[src/rtl/mux_pkg.sv]
// Shared constants, select type and pointer helper for the 8-to-1 stream merger.
package mux_pkg;

  localparam int NUM_CH = 8;
  localparam int SEL_W  = 3;

  typedef logic [SEL_W-1:0] sel_t;

  // Relies on the 3-bit sel_t wrapping naturally, so 7 advances to 0.
  function automatic sel_t next_ptr(sel_t p);
    return p + sel_t'(1);
  endfunction

endpackage

[src/rtl/rr_arbiter_8.sv]
// Combinational round-robin arbiter: grants the first requester at or after ptr.
module rr_arbiter_8
  import mux_pkg::*;
(
  input  logic [NUM_CH-1:0] req,
  input  sel_t              ptr,
  output logic [NUM_CH-1:0] gnt_onehot,
  output sel_t              gnt_idx,
  output logic              any
);

  // Scanning from the far end backwards leaves the closest requester to ptr as the winner.
  always_comb begin
    gnt_idx    = '0;
    any        = 1'b0;
    gnt_onehot = '0;
    for (int k = NUM_CH - 1; k >= 0; k--) begin
      if (req[sel_t'(ptr + sel_t'(k))]) begin
        gnt_idx = sel_t'(ptr + sel_t'(k));
        any     = 1'b1;
      end
    end
    gnt_onehot[gnt_idx] = any;
  end

endmodule

[src/rtl/mux_8x1_stream.sv]
// Merges 8 valid/ready streams into one registered, source-tagged output stream.
// Define MUX_8X1_PKT_LOCK_EN to hold the grant on one channel until its in_last beat.
module mux_8x1_stream
  import mux_pkg::*;
#(
  parameter int WIDTH = 8
) (
  input  logic                    clk,
  input  logic                    rst_n,
  input  logic [NUM_CH-1:0]       in_valid,
  input  logic [NUM_CH*WIDTH-1:0] in_data,
  output logic [NUM_CH-1:0]       in_ready,
  output logic                    out_valid,
  output logic [WIDTH-1:0]        out_data,
  output sel_t                    out_sel,
  input  logic                    out_ready
`ifdef MUX_8X1_PKT_LOCK_EN
  ,
  input  logic [NUM_CH-1:0]       in_last,
  output logic                    out_last
`endif
);

  sel_t              ptr;
  sel_t              gnt_idx;
  sel_t              g;
  logic [NUM_CH-1:0] gnt_onehot;
  logic              any;
  logic              load;
  logic              fire;

  rr_arbiter_8 u_arb (
    .req        (in_valid),
    .ptr        (ptr),
    .gnt_onehot (gnt_onehot),
    .gnt_idx    (gnt_idx),
    .any        (any)
  );

  assign load = !out_valid || out_ready;

`ifdef MUX_8X1_PKT_LOCK_EN
  logic locked;
  sel_t lock_ch;

  assign g = locked ? lock_ch : gnt_idx;
`else
  assign g = gnt_idx;
`endif

  // Gated by rst_n so no producer sees a ready while the block is held in reset.
  always_comb begin
    in_ready = '0;
    if (rst_n && load) begin
`ifdef MUX_8X1_PKT_LOCK_EN
      if (locked) in_ready[lock_ch] = 1'b1;
      else        in_ready = gnt_onehot;
`else
      in_ready = gnt_onehot;
`endif
    end
  end

  assign fire = |(in_valid & in_ready);

  always_ff @(posedge clk or negedge rst_n) begin
    if (!rst_n) begin
      out_valid <= 1'b0;
      out_data  <= '0;
      out_sel   <= '0;
      ptr       <= '0;
`ifdef MUX_8X1_PKT_LOCK_EN
      out_last  <= 1'b0;
      locked    <= 1'b0;
      lock_ch   <= '0;
`endif
    end else if (fire) begin
      out_valid <= 1'b1;
      out_data  <= in_data[int'(g)*WIDTH +: WIDTH];
      out_sel   <= g;
`ifdef MUX_8X1_PKT_LOCK_EN
      out_last  <= in_last[g];
      if (in_last[g]) begin
        locked <= 1'b0;
        ptr    <= next_ptr(g);
      end else begin
        locked  <= 1'b1;
        lock_ch <= g;
      end
`else
      ptr       <= next_ptr(g);
`endif
    end else if (load) begin
      out_valid <= 1'b0;
    end
  end

endmodule

[config.mk]
export PLATFORM = sky130hd
export DESIGN_NAME = mux_8x1_stream
export DESIGN_NICKNAME = d
export VERILOG_FILES = /design/src/rtl/mux_pkg.sv /design/src/rtl/rr_arbiter_8.sv /design/src/rtl/mux_8x1_stream.sv
export SDC_FILE = /design/constraint.sdc
export NUM_CORES = 1
export LEC_CHECK = 0
export CAP_MARGIN = 0
export CORE_ASPECT_RATIO = 0.75
export CORE_UTILIZATION = 40
export CTS_CLUSTER_DIAMETER = 80
export DETAILED_ROUTE_END_ITERATION = 6
export PLACE_DENSITY = 0.81
export SLEW_MARGIN = 20
export SYNTH_ARGS = -nofsm -noshare
export SYNTH_HDL_FRONTEND = slang
export SYNTH_SLANG_ARGS = --single-unit
[constraint.sdc]
create_clock -name clk -period 4.5 [get_ports clk]
set_input_delay 0.9 -clock clk [delete_from_list [all_inputs] [get_ports clk]]
set_output_delay 0.9 -clock clk [all_outputs]
set_load 0.01 [all_outputs]
---- Yosys cells after proc, flatten, opt, wreduce, memory -nomap -nowiden ----
Index checks and enable logic that the tools add are counted.
word-level totals
  input bits .............................. 75
  register bits ........................... 15
cells by class
  $lt $le $gt $ge ......................... 10
  bitwise operators ....................... 2
  shift-type cells ........................ 1
  multiplexer cells ....................... 37
  reduce and logical (&&, ||, !) cells .... 6
  add/subtract/negate cells ............... 8
operators by type and width
  cell                                                               count
  indexed part select 64 x 7 -> 8 bit                                1
  less-than comparator 3 x 4 -> 1 bit, second input constant         9
  binary-select mux 1 bit (select 3 bit)                             8
  2-to-1 mux 3 bit                                                   8
  2-to-1 mux 1 bit                                                   19
  AND 8 bit                                                          2
  adder 3 bit, second input constant                                 4
  2-to-1 mux 8 bit                                                   1
  OR reduction 8 bit                                                 1
  adder 3 x 1 -> 3 bit, second input constant                        2
  adder 3 x 2 -> 3 bit, second input constant                        2
  demux 1 bit (select 3 bit)                                         1
  greater-or-equal comparator 3 x 1 -> 1 bit, second input constant  1
  logical AND 1 bit                                                  2
  nonzero test 2 bit                                                 1
  logical NOT 1 bit                                                  1
  logical OR 1 bit                                                   1

---- Longest topological paths before layout ----
Gate-level depths: netlist of the first run.
  depth in word-level cells ............... 20
  gate-level depth with buffers ........... 15

---- Hierarchy ----
A second synthesis of the first run with hierarchy kept.
second synthesis, totals
  cells, all modules ...................... 204
  area, all modules ....................... 2,232.1 um2
by module, submodules not included
  module          cells an instance  area each (um2)  times used
  mux_8x1_stream  89                 1,201.2          1
  rr_arbiter_8    115                1,031.0          1

---- Least setup slack after synthesis of the first run ----
Ideal clock, no wire load.
  path type ............................... flip-flop to output port
  start ................................... reg ptr[1]
  end ..................................... out in_ready[0]
  data required time ...................... 3.600 ns
  stages on the path, launching flop included .. 14
  slack ................................... 0.010 ns
  path buffers ............................ 4
  arrival time ............................ 3.590 ns
  path through ............................ dfrtp_1 > buf_2 > clkbuf_1 > inv_1 > ha_1 > buf_6 > mux2_1 > mux4_2 > and2_1 > o32ai_4 > o21bai_2 > buf_4 > nand2_1 > nor2b_1
on the way
  longest elaborated chain between the ends .. 17
  elaborated cells on any way between the ends .. 46
  those cells by class .................... add/sub: 7; order compare: 2; mux: 35; bitwise: 1; reduce/logical: 1
ends and longest elaborated chain
  element                                                                                                                         line                                    RTL
  start: declaration                                                                                                              mux_8x1_stream.sv:24                    sel_t ptr;
  start signal: assignment                                                                                                        mux_8x1_stream.sv:91                    ptr <= next_ptr(g);
  adder 3 bit                                                                                                                     rr_arbiter_8.sv:18, rr_arbiter_8.sv:19
  binary-select mux 1 bit (select 3 bit)                                                                                          rr_arbiter_8.sv:18                      if (req[sel_t'(ptr + sel_t'(k))]) begin
  2-to-1 mux 1 bit (not written as such)                                                                                          rr_arbiter_8.sv:18
  2-to-1 mux 3 bit (8 in a row)                                                                                                   rr_arbiter_8.sv:18
  less-than comparator 3 x 4 -> 1 bit (not written as such) / greater-or-equal comparator 3 x 1 -> 1 bit (equally long branches)  rr_arbiter_8.sv:23                      gnt_onehot[gnt_idx] = any;
  logical AND 1 bit (not written as such)                                                                                         rr_arbiter_8.sv:23
  2-to-1 mux 1 bit (not written as such)                                                                                          rr_arbiter_8.sv:23
  demux 1 bit (select 3 bit)                                                                                                      n/a
  AND 8 bit (no line) (*)                                                                                                         n/a
  2-to-1 mux 8 bit (*)                                                                                                            mux_8x1_stream.sv:54                    if (rst_n && load) begin
  end: declaration                                                                                                                mux_8x1_stream.sv:12                    output logic [NUM_CH-1:0] in_ready,
Every way passes the cells marked *; elsewhere a longest branch is shown, timed or not. The select of a mux whose other input is x is not followed.

---- Worst setup path after layout of the first run ----
  start ................................... in in_valid[7]
  end ..................................... out in_ready[7]
on the way
  longest elaborated chain between the ends .. 16
  elaborated cells on any way between the ends .. 39
  those cells by class .................... order compare: 2; mux: 35; bitwise: 1; reduce/logical: 1
ends and longest elaborated chain
  element                                                                                                                         line                  RTL
  start: declaration                                                                                                              mux_8x1_stream.sv:10  input logic [NUM_CH-1:0] in_valid,
  binary-select mux 1 bit (select 3 bit)                                                                                          rr_arbiter_8.sv:18
  2-to-1 mux 1 bit (not written as such)                                                                                          rr_arbiter_8.sv:18
  2-to-1 mux 3 bit (8 in a row)                                                                                                   rr_arbiter_8.sv:18
  less-than comparator 3 x 4 -> 1 bit (not written as such) / greater-or-equal comparator 3 x 1 -> 1 bit (equally long branches)  rr_arbiter_8.sv:23
  logical AND 1 bit (not written as such)                                                                                         rr_arbiter_8.sv:23
  2-to-1 mux 1 bit (not written as such)                                                                                          rr_arbiter_8.sv:23
  demux 1 bit (select 3 bit)                                                                                                      n/a
  AND 8 bit (no line) (*)                                                                                                         n/a
  2-to-1 mux 8 bit (*)                                                                                                            mux_8x1_stream.sv:54
Marks and branches as above.

==> impl_metrics.json, run 1 <==
{
  "status": "finished, final reports clean",
  "whs_ps": 495,
  "cp.arrival_ps": 3570,
  "hpwl_um": 6070,
  "slew_headroom": 0.621,
  "max_cap_violations": 0,
  "cp-end-kind": "output port",
  "pwr-share-comb": 0.903,
  "p_seq_frac": 0.067,
  "die_h_um": 68.6,
  "drc": 0,
  "cp_slowest_cell": "mux4_2",
  "place.gp.congestion": 0.886,
  "routed_wl_um": 8130,
  "via_per_inst": 5.71,
  "avgSynthCellArea_um2": 8.96,
  "antenna_left": 0,
  "p_leak_nw": 1.68,
  "synth_cell_types": 57,
  "period_minus_slack_ps": 4470,
  "mappedNetlistNets": 341,
  "dieArea_um2": 6230,
  "initial_core_util": 0.428,
  "die_w_um": 90.8,
  "grtUsageMet1": 0.320,
  "grt.total_usage": 0.249,
  "pin_count": 95,
  "synthArstFlopShare": 1.00,
  "cts_tree": "built",
  "grt_use_met2": 0.440,
  "ys.flop_type": "dfrtp_1",
  "cp-start-kind": "input port",
  "cp_common_cell": "dlygate4sd2_1",
  "core-area_um2": 5530,
  "crit_type": "input port to output port",
  "ff2ff_setup_slack_ps": 850,
  "layout.nets": 466,
  "insertion_delay_ps": 240,
  "r2r-end": "out_data[1]",
  "peakVddDrop_uv": 1060,
  "firstDrtPassIters": 5,
  "yosys_warnings": 0,
  "antenna_cells": 0,
  "critPathCapture": "in_ready[7]",
  "p_sw_frac": 0.481,
  "crit_cells": 10,
  "critPathMaxFanout": 7,
  "setup_viol": 0,
  "antenna_found_initial": 0,
  "fin_crit_sh": 0.993,
  "cts-root-buf": "clkbuf_8",
  "grt_pass1_wl_um": 12200,
  "drv_slew": 0,
  "fmaxAchievable_mhz": 224,
  "synth_edf_count": 0,
  "cts_hold_buf": 0,
  "area_growth_pct": 57.3,
  "fillers": 427,
  "grt_pass1_vias": 2453,
  "drive_above_1_share": 0.227,
  "overflow": 0,
  "worst_hold_path_type": "flip-flop to flip-flop",
  "cts_buffers": 3,
  "cp.required_ps": 3600,
  "hold_path.startpoint": "out_sel[0]",
  "path_buf_inv": 3,
  "critPathTopFamily": "multiplexers",
  "rr_worst_depth": 12,
  "r2r_start": "ptr[1]",
  "port_buffers": 94,
  "busiest_layer": "met2",
  "path_clk_slew_ps": 60,
  "detail_route.iter0.violations": 124,
  "ys_seq_area_frac": 0.159,
  "netlist_instances": 264,
  "hold_viol_final": 0,
  "fin_util": 0.673,
  "worst_pin_slew_ps": 569,
  "cts.sinks": 15,
  "use_met3": 0.0570,
  "intPower_mw": 1.92,
  "powerDensity_nw_per_um2": 995,
  "ys_ff_latch": 15,
  "power.share.clock": 0.029,
  "setup_tns_ps": 0,
  "wl_per_cell_um": 17.6,
  "std_cell_rows": 23,
  "cpPeakStageDelay_ps": 540,
  "htreeDepth": 1,
  "vias": 2644,
  "p_switching_mw": 1.78,
  "fin_skew_ps": 0.905,
  "grt_max_degree": 27,
  "synth_area_um2": 2370,
  "cts_buffer_depth": 2,
  "cp-startpoint": "in_valid[7]",
  "crit_path_cell_trace": "dlygate4sd2_1 -> mux2_1 -> mux4_2 -> or3_1 -> a21oi_4 -> o21bai_4 -> buf_4 -> or2_1 -> nor2_1 -> dlygate4sd2_1"
}
## placed cells by master (no fill, tap or decap), types with 3 or more instances in the layout
cell              n
nor2_1            9
nand3_1          10
clkdlybuf4s50_1  78
mux4_2           11
nand3b_1          3
nor2b_1           5
a211o_1           8
inv_1            12
dfrtp_1          15
clkbuf_2          6
o21ai_0           3
o21ai_1           3
nand2_1          40
o211ai_1          9
dlygate4sd2_1     7
buf_4            44
a32o_1            8
mux2i_1          36
mux2_1           13
a21oi_1           5
dlymetal6s2s_1    3
mux2_2            5
a22oi_1           4
clkbuf_8          3
nand2b_1          5
## Yosys cell counts (2+ instances only)
cell type	number	share of area
a22o_1	2	0.0074
nand2b_1	5	0.013
a32o_1	8	0.034
buf_2	6	0.013
o211ai_1	9	0.029
mux2_2	6	0.029
mux2i_1	36	0.15
ha_1	2	0.011
xnor2_1	2	0.0074
o22ai_1	2	0.0053
mux2_1	13	0.062
inv_1	12	0.019
or2_1	2	0.0053
nor2b_1	5	0.013
nand3b_1	3	0.0095
dfrtp_1	15	0.16
nand2_1	40	0.063
a22oi_1	4	0.013
mux4_2	10	0.095
a211o_1	8	0.030
o21ai_0	4	0.0085
buf_6	5	0.024
a21oi_1	6	0.013
and2_1	2	0.0053
nand3_1	10	0.021
a21o_1	2	0.0063
xor2_1	2	0.0074
clkbuf_1	5	0.0079
o21ai_1	2	0.0042
nor2_1	9	0.014
## worst reg2reg max path: stages, from the launching register on
cell and delay (ps):
dfrtp_1 340, inv_1 80, ha_2 450, mux2_1 340, mux4_2 540, and2_1 240, o32ai_4 290, o21bai_4 200
buf_4 150, buf_4 290, mux2i_1 250, nand3_1 100, a32o_1 260
## worst min-delay path by stage
stage	to	slack (ps)	cells after the start
final	out_sel[0]	490	1
after CTS	out_sel[0]	500	1
after detailed placement	out_sel[0]	470	1
after floorplan	out_sel[2]	520	2
after global routing	out_sel[0]	540	1
after global placement	out_sel[0]	460	1
## power groups by stage
stage / clock network, mW / logic [mW] / registers, mW
6_report: 0.109 / 3.34 / 0.250
5_1_grt: 0.117 / 3.57 / 0.259
4_1_cts: 0.111 / 3.14 / 0.248
3_5_place_dp: 0 / 3.02 / 0.249
3_3_place_gp: 0 / 2.94 / 0.248
2_1_floorplan: 0 / 2.12 / 0.252
## cell families (layout without fill, tap and decap cells)
group | Yosys count | after routing | synth area share
and+or+nand+nor | 84 | 84 | 0.170
muxes | 68 | 68 | 0.365
AOI/OAI and AO/OA | 61 | 61 | 0.213
buffers and inverters | 30 | 154 | 0.0682
DFF | 15 | 15 | 0.159
xor gates and xnor gates | 4 | 4 | 0.0148
adders and majority gates | 2 | 2 | 0.0106
## metal layers
layer / share of wire / wire length [um] / vias to the layer above
met5: 0 / 0 / -
met4: 0.0070 / 57 / 0
met3: 0.078 / 630 / 8
met2: 0.49 / 3980 / 114
met1: 0.43 / 3460 / 1268
li1: - / - / 1254
## final cells by class
class,count,area (um^2),share of cell area
Tap cell,75,93.8,0.0252
Inverter,12,45.0,0.0121
Sequential cell,15,375,0.101
Clock buffer,4,45.0,0.0121
Multi-Input combinational cell,219,1920,0.516
Timing Repair Buffer,138,1240,0.333
## through the flow
step | area [um^2] | cells | power (mW) | worst slack (ps)
after floorplan | 2370 | 264 | 2.37 | 9.62
after global placement | 3560 | 450 | 3.19 | -336
after detailed placement | 3560 | 450 | 3.27 | -402
after CTS | 3650 | 458 | 3.50 | 9.07
after global routing | 3720 | 463 | 3.94 | -44.7
final | 3720 | 463 | 3.70 | 29.7
## flip-flops by register name (all words and copies together) (netlist names)
name       flops
out_sel        3
out_valid      1
ptr            3
out_data       8
## repair_timing
action | in CTS | in global routing
resized for setup | 20 | 23
endpoints found under the setup margin | 8 | 5
setup buffers | 4 | 5
pin swaps | 1 | 2
Power figures use the tool's default switching activity.
==> run 2: changes to the inputs <==
--- a/config.mk
+++ b/config.mk
@@ -5,7 +5,6 @@
 export SDC_FILE = /design/constraint.sdc
 export NUM_CORES = 1
 export LEC_CHECK = 0
-export CAP_MARGIN = 0
 export CORE_ASPECT_RATIO = 0.75
 export CORE_UTILIZATION = 40
 export CTS_CLUSTER_DIAMETER = 80
==> results of run 2 <==
Final layout, timing and power as in run 1 (identical DEF).
==> run 3: changes to the inputs <==
--- a/config.mk
+++ b/config.mk
@@ -6,10 +6,11 @@
 export NUM_CORES = 1
 export LEC_CHECK = 0
 export CORE_ASPECT_RATIO = 0.75
-export CORE_UTILIZATION = 40
-export CTS_CLUSTER_DIAMETER = 80
+export CORE_UTILIZATION = 30
+export CTS_CLUSTER_DIAMETER = 150
 export DETAILED_ROUTE_END_ITERATION = 6
-export PLACE_DENSITY = 0.81
+export PLACE_DENSITY = 0.64
+export SETUP_SLACK_MARGIN = 0.4
 export SLEW_MARGIN = 20
 export SYNTH_ARGS = -nofsm -noshare
 export SYNTH_HDL_FRONTEND = slang
==> run 3 against run 2 <==
  * Power rose by 11%
  * Register-to-register slack got worse by 180 ps
  * Sequential power rose by 4%
  * Sequential share of layout area fell by 0.72 points
  * Design area rose by 8.4%
  * Worst hold slack got worse by 7.2 ps
  * Global-route usage fell by 4.7 points
  * Die area rose by 32%
  * Wire length rose by 4.9%
  * Utilization fell by 14 points
  * Combinational power rose by 12%
==> impl_metrics.json, run 3 (same netlist as run 1, synthesis figures left out) <==
{
  "status": "finished, final reports clean",
  "grt_pass1_vias": 2635,
  "area_growth_pct": 70.5,
  "detail_route.iter0.violations": 256,
  "ff_latch_area_um2": 378,
  "multi_input_area_um2": 2050,
  "cts.sinks": 15,
  "p_leak_nw": 1.75,
  "reg.largest.list": "out_data x8, out_sel x3, ptr x3",
  "powerDensity_nw_per_um2": 1020,
  "dp_slack_ps": -365,
  "grt.total_usage": 0.202,
  "insertion_delay_ps": 250,
  "cts_buffers": 3,
  "largest_reg_flops": 8,
  "setup_viol": 0,
  "critPathTopFamily": "multiplexers",
  "peakVddDrop_uv": 944,
  "fin_skew_ps": 4.80,
  "fillers": 692,
  "crit_path_cell_trace": "inv_2 -> ha_4 -> mux2_1 -> mux4_2 -> buf_4 -> a2111oi_4 -> o41ai_2 -> buf_4 -> buf_6 -> or2_4 -> nor2_4 -> buf_6",
  "hpwl_um": 6350,
  "fin_crit_sh": 0.900,
  "top_register": "out_data",
  "layout.nets": 482,
  "place.gp.congestion": 0.947,
  "worst_hold_path_type": "flip-flop to flip-flop",
  "grt_max_degree": 25,
  "htreeDepth": 1,
  "worst_slack_ps": 451,
  "drv_slew": 0,
  "cts-root-buf": "clkbuf_8",
  "drive_above_1_share": 0.342,
  "period_minus_slack_ps": 4050,
  "overflow": 0,
  "cpPeakStageDelay_ps": 540,
  "cts_buffer_depth": 2,
  "antenna_left": 0,
  "die_w_um": 105,
  "routed_wl_um": 8530,
  "vias": 2697,
  "die_h_um": 78.9,
  "grt_pass1_wl_um": 13300,
  "slew_headroom": 0.720,
  "port_buffers": 94,
  "initial_core_util": 0.315,
  "critPathMaxFanout": 7,
  "max_cap_violations": 0,
  "fmaxAchievable_mhz": 247,
  "antenna_found_initial": 0,
  "hold_viol_final": 0,
  "worst_pin_slew_ps": 420,
  "path_buf_inv": 5,
  "final_common_cell": "clkdlybuf4s50_1",
  "cp-start-kind": "flip-flop",
  "cts_hold_buf": 0,
  "grt_setup_unrepaired": "true",
  "path_clk_slew_ps": 60,
  "via_per_inst": 5.34,
  "drc": 0,
  "dieArea_um2": 8250,
  "pin_count": 95,
  "crit_type": "flip-flop to output port",
  "firstDrtPassIters": 4,
  "finalPower_mw": 4.11,
  "cp.arrival_ps": 3150,
  "cp.required_ps": 3600,
  "cts_tree": "built",
  "std_cell_rows": 27,
  "cp-end-kind": "output port",
  "wl_per_cell_um": 16.9,
  "final_cell_mix": "78 x clkdlybuf4s50_1, 55 x buf_4, 38 x nand2_1",
  "cp_slowest_cell": "mux4_2",
  "core-area_um2": 7500,
  "antenna_cells": 0
}
[run 3: changes by cell type in the layout (fill, tap and decap cells not counted), moves of 4 or more]
| cell | change |
|---|---|
| buf_2 | +5 |
| clkbuf_2 | -6 |
| buf_6 | +14 |
| buf_4 | +11 |
| dlygate4sd2_1 | -5 |
| nor2_1 | -4 |
[run 3: metal layers]
layer | track usage | part of all wire
met5 | 0 | 0
met4 | 0.0443 | 0.013
met3 | 0.0509 | 0.093
met2 | 0.328 | 0.45
met1 | 0.271 | 0.44
[run 3: final timing paths]
kind | from | to | slack (ps) | cells past startpoint
worst min-delay path | out_sel[2] | out_sel[2] | 490 | 2
worst max-delay path | ptr[0] | in_ready[7] | 450 | 12
worst min register to register | out_sel[2] | out_sel[2] | 490 | 2
worst max register to register | ptr[0] | out_data[1] | 670 | 12
min in group asynchronous | rst_n | out_valid | 1100 | 2
max in group asynchronous | rst_n | ptr[1] | 3190 | 2
[run 3: where the power goes]
group	internal [mW]	switching [mW]	leakage [nW]
registers	0.201	0.0587	0.185
logic	1.92	1.82	1.55
clock network	0.0627	0.0472	0.0228
total	2.18	1.92	1.75
[run 3: stage by stage]
step	util	area [um^2]	cells	TNS [ps]	hold WS [ps]
floorplan	-	2460	264	0	515
global placement	0.491	3680	479	-2450	463
detailed placement	0.491	3680	479	-2740	470
CTS	0.515	3860	496	0	492
global route	0.538	4030	505	0	507
finish	0.538	4030	505	0	488
[run 3: layout make-up]
class	instances	area share
clock buffers	4	0.0112
inverters	12	0.0112
repair buffers	154	0.346
well taps	101	0.0313
flip-flops and latches	15	0.0937
multi-input cells	219	0.507
[run 3: tightest hold or removal path, stage by stage (launching register included)]
cell,delay (ps)
dfrtp_1,350
nand2_1,50
nand2_1,60
[run 3: repair_timing]
action / CTS / global route
hold endpoints to repair: 0 / 0
cloned: 0 / 0
gates resized for setup: 79 / 38
setup buffers: 13 / 9
endpoints found under the setup margin: 8 / 8
pin swaps: 9 / 11
